--- src/rtl/motor_driver_nch.sv ---
// N-channel motor drive sequencer: one IDLE/DRIVE_A/DRIVE_B/DEAD FSM per opposing
// channel pair, with level or one-shot pulse drive, dead-time and sticky conflict flags.
module motor_driver_nch #(
  parameter int NCH      = 4,
  parameter int PULSE_W  = 8,
  parameter int DEAD_CYC = 2
) (
  input  logic               clk,
  input  logic               rst_n,
  input  logic               clk_en,
  input  logic [NCH-1:0]     ch_fire_i,
  input  logic               mode_i,
  input  logic [PULSE_W-1:0] pulse_len_i,
  input  logic               conflict_clr_i,
  output logic [NCH-1:0]     drv_o,
  output logic [NCH/2-1:0]   busy_o,
  output logic [NCH/2-1:0]   conflict_o
);

  localparam int                 NP         = NCH / 2;
  localparam logic [7:0]         DEAD_INIT  = 8'(DEAD_CYC);
  localparam bit                 HAS_DEAD   = (DEAD_CYC != 0);
  localparam logic [PULSE_W-1:0] PULSE_ONE  = PULSE_W'(1'b1);
  localparam logic [PULSE_W-1:0] PULSE_ZERO = {PULSE_W{1'b0}};

  typedef enum logic [1:0] {
    S_IDLE    = 2'd0,
    S_DRIVE_A = 2'd1,
    S_DRIVE_B = 2'd2,
    S_DEAD    = 2'd3
  } state_t;

  // A zero pulse length still gives one tick of drive.
  logic [PULSE_W-1:0] w_pulse_init;
  assign w_pulse_init = (pulse_len_i == PULSE_ZERO) ? PULSE_ONE : pulse_len_i;

  genvar gp;
  generate
    for (gp = 0; gp < NP; gp++) begin : g_pair
      state_t             r_state;
      state_t             w_state_nxt;
      logic               r_mode;
      logic               w_mode_nxt;
      logic [PULSE_W-1:0] r_pcnt;
      logic [PULSE_W-1:0] w_pcnt_nxt;
      logic [7:0]         r_dcnt;
      logic [7:0]         w_dcnt_nxt;
      logic               r_drv_a;
      logic               r_drv_b;
      logic               r_busy;
      logic               r_conf;
      logic               w_conf_nxt;
      logic               w_req_a;
      logic               w_req_b;
      logic               w_own;
      logic               w_opp;
      logic               w_exit;

      assign w_req_a = ch_fire_i[2*gp];
      assign w_req_b = ch_fire_i[2*gp+1];
      assign w_own   = (r_state == S_DRIVE_B) ? w_req_b : w_req_a;
      assign w_opp   = (r_state == S_DRIVE_B) ? w_req_a : w_req_b;

      // A new conflict in the same tick as a clear keeps the flag set.
      assign w_conf_nxt = (w_req_a && w_req_b) ? 1'b1 :
                          (conflict_clr_i ? 1'b0 : r_conf);

      // Pair FSM next-state, latched mode and counter updates
      always_comb begin
        w_state_nxt = r_state;
        w_mode_nxt  = r_mode;
        w_pcnt_nxt  = r_pcnt;
        w_dcnt_nxt  = r_dcnt;
        w_exit      = 1'b0;
        case (r_state)
          S_IDLE: begin
            if (w_req_a && !w_req_b) begin
              w_state_nxt = S_DRIVE_A;
              w_mode_nxt  = mode_i;
              w_pcnt_nxt  = w_pulse_init;
            end else if (w_req_b && !w_req_a) begin
              w_state_nxt = S_DRIVE_B;
              w_mode_nxt  = mode_i;
              w_pcnt_nxt  = w_pulse_init;
            end else begin
              w_state_nxt = S_IDLE;
            end
          end
          S_DRIVE_A, S_DRIVE_B: begin
            if (r_mode) begin
              w_exit = w_opp || (r_pcnt <= PULSE_ONE);
            end else begin
              w_exit = !w_own || w_opp;
            end
            if (w_exit) begin
              if (HAS_DEAD) begin
                w_state_nxt = S_DEAD;
                w_dcnt_nxt  = DEAD_INIT;
              end else begin
                w_state_nxt = S_IDLE;
              end
            end else begin
              w_pcnt_nxt = r_mode ? (r_pcnt - PULSE_ONE) : r_pcnt;
            end
          end
          S_DEAD: begin
            if (r_dcnt <= 8'd1) begin
              w_state_nxt = S_IDLE;
              w_dcnt_nxt  = 8'd0;
            end else begin
              w_dcnt_nxt  = r_dcnt - 8'd1;
            end
          end
          default: begin
            w_state_nxt = S_IDLE;
          end
        endcase
      end

      // State, counters and registered outputs advance only on ticks
      always_ff @(posedge clk or negedge rst_n) begin
        if (!rst_n) begin
          r_state <= S_IDLE;
          r_mode  <= 1'b0;
          r_pcnt  <= PULSE_ZERO;
          r_dcnt  <= 8'd0;
          r_drv_a <= 1'b0;
          r_drv_b <= 1'b0;
          r_busy  <= 1'b0;
          r_conf  <= 1'b0;
        end else if (clk_en) begin
          r_state <= w_state_nxt;
          r_mode  <= w_mode_nxt;
          r_pcnt  <= w_pcnt_nxt;
          r_dcnt  <= w_dcnt_nxt;
          r_drv_a <= (w_state_nxt == S_DRIVE_A);
          r_drv_b <= (w_state_nxt == S_DRIVE_B);
          r_busy  <= (w_state_nxt != S_IDLE);
          r_conf  <= w_conf_nxt;
        end
      end

      assign drv_o[2*gp]   = r_drv_a;
      assign drv_o[2*gp+1] = r_drv_b;
      assign busy_o[gp]    = r_busy;
      assign conflict_o[gp] = r_conf;
    end
  endgenerate

endmodule

--- config.mk ---
export PLATFORM = sky130hd
export DESIGN_NAME = motor_driver_nch
export DESIGN_NICKNAME = d
export VERILOG_FILES = /design/src/rtl/motor_driver_nch.sv
export SDC_FILE = /design/constraint.sdc
export NUM_CORES = 1
export LEC_CHECK = 0
export ABC_AREA = 1
export ABC_CLOCK_PERIOD_IN_PS = 4300
export CORE_AREA = 3 3 88 90
export CTS_BUF_LIST = sky130_fd_sc_hd__clkbuf_8
export CTS_CLUSTER_SIZE = 25
export DETAILED_ROUTE_END_ITERATION = 16
export DIE_AREA = 0 0 91 93
export DONT_BUFFER_PORTS = 1
export GPL_TIMING_DRIVEN = 0
export PLACE_DENSITY = 0.69
export SLEW_MARGIN = 20
export SYNTH_ARGS = -nofsm -noshare
export SYNTH_HDL_FRONTEND = slang
export SYNTH_SLANG_ARGS = --single-unit
--- constraint.sdc ---
create_clock -name clk -period 4.3 [get_ports clk]
set_clock_uncertainty 0.1 [all_clocks]
set_input_delay 0.43 -clock clk [delete_from_list [all_inputs] [get_ports clk]]
set_output_delay 0.43 -clock clk [all_outputs]
set_load 0.05 [all_outputs]
Word level (Yosys, flattened, before mapping):

Cells that the tools add are included.

* muxes and demuxes: 42
* eq/ne operators: 18
* add/sub/neg operators: 4
* $lt $le $gt $ge: 4
* reduce and logical (&&, ||, !) cells: 39
* $mul: 0
* bitwise logic cells: 0
* div/mod/pow operators: 0
* shifts and indexed selects: 0

Operator list (count)
* 8-bit 2-to-1 mux: 13
* 8-bit one-hot mux with 2 select lines: 4
* 8-bit by 1-bit <= comparator with 1-bit output, second input constant: 4
* 8-bit by 1-bit subtractor with 8-bit output, second input constant: 4
* 2-bit nonzero test: 10
* 2-bit 2-to-1 mux: 8
* 1-bit 2-to-1 mux: 15
* 2-bit equality test, second input constant: 6
* 2-bit != test, second input constant: 6
* 2-bit one-hot mux with 3 select lines: 2
* 3-bit AND reduction: 4
* 5-bit AND reduction: 2
* 2-bit by 1-bit equality test with 1-bit output, second input constant: 4
* 8-bit logical NOT: 1
* 1-bit logical AND: 6
* 1-bit logical NOT: 6
* 3-bit != test, second input constant: 2
* 2-bit logical NOT: 2
* 1-bit logical OR: 4
* 2-bit AND reduction: 2
* 2-bit OR reduction: 2

* bits in writable memories: 0
* word-level logic and storage cells: 123
* output and inout port bits: 8
* bits of input ports: 17
* flip-flop bits (word level): 46
* memories: 0
* memory bits (read-only): 0
* latch bits: 0

Logic depth before layout (Yosys ltp):

* depth after elaboration: 9
* depth in mapped cells: 12
* gate-level depth less buffers: 12

Worst setup path before layout:

OpenSTA, ideal clock, no wires.

* path kind: register -> register
* from: register g_pair[1].r_state[1]
* to: register g_pair[1].r_pcnt[4]
* required time: 4072 ps
* cell stages (with the launch flop): 9
* setup time: 128 ps
* buffers on the path: 1
* period minus slack after synthesis: 1766 ps
* arrival: 1538 ps
* slack: 2534 ps
* cells stage by stage: dfrtp_1 inv_1 ha_1 buf_6 nor2_1 a211oi_2 nand2_2 o21ai_0 o31ai_1

* cells in the longest elaborated chain, start to end: 8
* elaborated cells on any way between the ends: 17
* those cells by class: eq/ne (5); mux (5); reduce/logical (7)

RTL lines
* start, declared: line 40 `state_t r_state;`
* start signal, assigned: line 132 `r_state <= w_state_nxt;`
* 2-bit equality test: line 61, 62, 75
* 1-bit 2-to-1 mux: line 61 `assign w_own = (r_state == S_DRIVE_B) ? w_req_b : w_req_a;`
* 1-bit logical NOT: line 93 `w_exit = !w_own || w_opp;`
* 1-bit logical OR: line 93
* 1-bit 2-to-1 mux: line 90 `if (r_mode) begin`
* 1-bit 2-to-1 mux: line 75 `case (r_state)`
* 2-bit != test (no source line)
* 5-bit AND reduction (no source line)
* end signal, assigned: line 134 `r_pcnt <= w_pcnt_nxt;`
* end, declared: line 44 `logic [PULSE_W-1:0] r_pcnt;`

Several ways; a longest one is shown, not always the timed one. The select of a mux whose other input is x is not followed.
A chain may end at the register's enable or synchronous reset.

Worst setup path after layout:

* from: register g_pair[0].r_state[1]
* to: register g_pair[0].r_pcnt[2]

* cells in the longest elaborated chain, start to end: 8
* elaborated cells on any way between the ends: 17
* those cells by class: eq/ne (5); mux (5); reduce/logical (7)

RTL lines (line)
* start, declared: 40
* start signal, assigned: 132
* 2-bit equality test: 61, 62, 75
* 1-bit 2-to-1 mux: 61
* 1-bit logical NOT: 93
* 1-bit logical OR: 93
* 1-bit 2-to-1 mux: 90
* 1-bit 2-to-1 mux: 75
* 2-bit != test (no source line)
* 5-bit AND reduction (no source line)
* end signal, assigned: 134
* end, declared: 44

Several ways; a longest one is shown, not always the timed one. The select of a mux whose other input is x is not followed.

==> reports/summary.txt <==
Routed WL: 6.47 mm
Crit path max-delay family: buffers and inverters
post-synthesis xor/xnor area fraction: 4.16%
worst slew pin tran: 394 ps
status: complete, no violations
vias: 2,602
RSZ-0062 raised after global routing: no
remaining antenna violation count: 0
largest family of logic cells by synthesized area: simple AND/OR/NAND/NOR gates
Chip Width: 91 um
leakage power: 1.75 nW
DRT Pass-1 Iters: 4
Slowest cell on crit path: dfrtp_1
type of the worst setup path: reg2reg
area leader, netlist: dfrtp_1
Area contributors post-synth: dfrtp_1 36%, nand2_1 12%, ha_1 8.7%, o21ai_0 7.8%, inv_1 6.3%
row cnt: 31
largest net degree at the start of global routing: 47
setup ws final: 2260 ps
worst stage delay on the critical path: 400 ps
cells along the critical path: inv_1 > ha_1 > inv_2 > o21ai_0 > a211oi_1 > nand2_2 > inv_2 > nand2_1 > o21ai_0
worst skew pair latency: 300 ps
Num CTS Buffers: 5
Die ar.: 8460 sq um
Max Cap Viol: 0
mux contribution to synthesized area: 0%
GRT Util Overall: 16.7%
Fin. Hold Viols: 0
clock root buffer: clkbuf_8
fmax: 491 MHz
pre-CTS WS: 2290 ps
post-layout min period: 2040 ps
# diodes: 0
1st-iter DRT viols: 111
grt total ovfl: 0
Mapped Avg Cell Area: 7.44 sq um
period utilization: 47.4%
Nets: 473
Synth Net Count: 464
count of cell types in the netlist: 33
placed cell areas: 3290 sq um
CP required: 4420 ps
CTS tree: yes
critical path arrival: 2160 ps
Slew HR: 73.6%
Yosys warnings: 0
vias in the first global route: 2,697
P&R area growth vs syn: 8.55%
first-pass GRT wire length: 11.6 mm
routability cong.: 0.817
initial antenna violation count: 0
H-tree levels: 2
Simple-Gate Fraction of Synth Area: 25.1%
post-synthesis compound-gate area fraction: 15.0%
startpoint types: register
Final HPWL DP: 4.78 mm
setup violators final: 0
#FFs+latches synth: 46
most frequent cells in the layout: 101 x nand2_1, 53 x inv_1, 49 x o21ai_0
I/O pins: 25
CP endpoint kind: register
Max FO, Critical Path: 9
Worst Path Buf+Inv: 3
Core Box Area: 7140 sq um
Syn Inst Count: 425
peak supply drop: 0.260 mV
Final Max Tran Viols: 0
Worst-path clk slew: 90 ps
setup TNS: 0 ps
clock sink count: 46
hold slack: 193 ps
Syn Std Cell Area: 3160 sq um
commonest non-fill, non-tap cell in the layout: nand2_1
Initial Util: 44.3%
input/output buffers: 0
Wirelength per Cell: 12.1 um
fraction of layout cells with a size suffix above 1: 11.3%
final std cell area, no fill: 3430 sq um
worst min-delay path class: in2reg
sequential share of the synthesized area: 36.4%
DR vias/cell: 4.87
area share of fa/ha/maj cells after synthesis: 8.71%
Clock Path Buffers: 2
PwrDens: 622 nW/um^2
DRC viols: 0
post-synth top area share: 36.4%
Die Y-Extent: 93 um
-- worst paths after layout --
kind / start / endpoint / slack (ps) / cells past startpoint
min reg2reg: g_pair[0].r_drv_a / g_pair[0].r_drv_a / 390 / 2
min: pulse_len_i[6] / g_pair[1].r_pcnt[6] / 190 / 2
max in group asynchronous: rst_n / g_pair[0].r_dcnt[6] / 3350 / 2
max reg2reg: g_pair[0].r_state[1] / g_pair[0].r_pcnt[2] / 2260 / 9
min in group asynchronous: rst_n / g_pair[1].r_dcnt[5] / 500 / 2
max: g_pair[0].r_state[1] / g_pair[0].r_pcnt[2] / 2260 / 9
-- flip-flops by register name (all words and copies together) (netlist names) --
| register | flops |
|---|---|
| g_pair.r_pcnt | 16 |
| g_pair.r_conf | 2 |
| g_pair.r_drv_b | 2 |
| g_pair.r_state | 4 |
| g_pair.r_dcnt | 16 |
| g_pair.r_busy | 2 |
| g_pair.r_mode | 2 |
| g_pair.r_drv_a | 2 |
-- worst reg2reg max path, delay by kind of cell, from the launching register on --
family,cells,cell delay (ps)
DFF,1,400
adders and majority gates,1,400
and+or+nand+nor,2,230
buffers and inverters,3,430
AOI/OAI and AO/OA,3,400
-- report_power, final --
part	internal [mW]	total [mW]	switching [mW]
clock	0.171	0.327	0.155
combinational	0.394	1.12	0.728
sequential	0.574	0.686	0.112
-- through the flow --
step,utilization (%),power [mW],std cells
finish,48.1,2.14,534
global route,48.1,2.37,534
CTS,48.1,2.15,534
detailed placement,46.0,1.80,524
global placement,46.0,1.76,524
floorplan,-,1.59,425
-- Yosys cell counts (all sizes together) --
cell type	number
a211oi	2
nor3	14
nand3	20
o31ai	1
o211ai	1
o22ai	1
nand2	110
a22o	2
or2	1
o21ai	55
inv	58
xor2	13
ha	22
a21oi	16
dfrtp	46
xnor2	2
buf	12
nor2	44
clkinv	1
a31o	1
clkbuf	2
a22oi	1
-- layout make-up --
| type | count | area, sq um |
|---|---|---|
| fillers | 743 | 3700 |
| repair buffers | 2 | 37.5 |
| inverters | 59 | 224 |
| plain buffers | 14 | 113 |
| flip-flops and latches | 46 | 1150 |
| multi-input cells | 306 | 1670 |
| well taps | 99 | 124 |
| clock buffers | 5 | 68.8 |
| clock inverters | 3 | 40.0 |
-- timing repair --
| action | 4_1_cts | 5_1_grt |
|---|---|---|
| hold buffers | 2 | 0 |
| endpoints found under the hold margin | 46 | 0 |
| endpoints found under the setup margin | 0 | 0 |
| setup buffers | 0 | 0 |
| resized for setup | 0 | 0 |
-- layer usage --
metal / part of all wire (%) / track usage, %
met5: 0 / 0
met4: 2.4 / 7.16
met3: 3.8 / 3.46
met2: 44 / 27.3
met1: 50 / 21.5
-- cell families (layout without fill, tap and decap cells) --
logic type,after synthesis,count (layout)
compound gates,80,80
xor+xnor,15,15
fa+ha+maj,22,22
buf+inv,73,83
flops,46,46
simple gates,189,189
(Power assumes the default switching activity.)
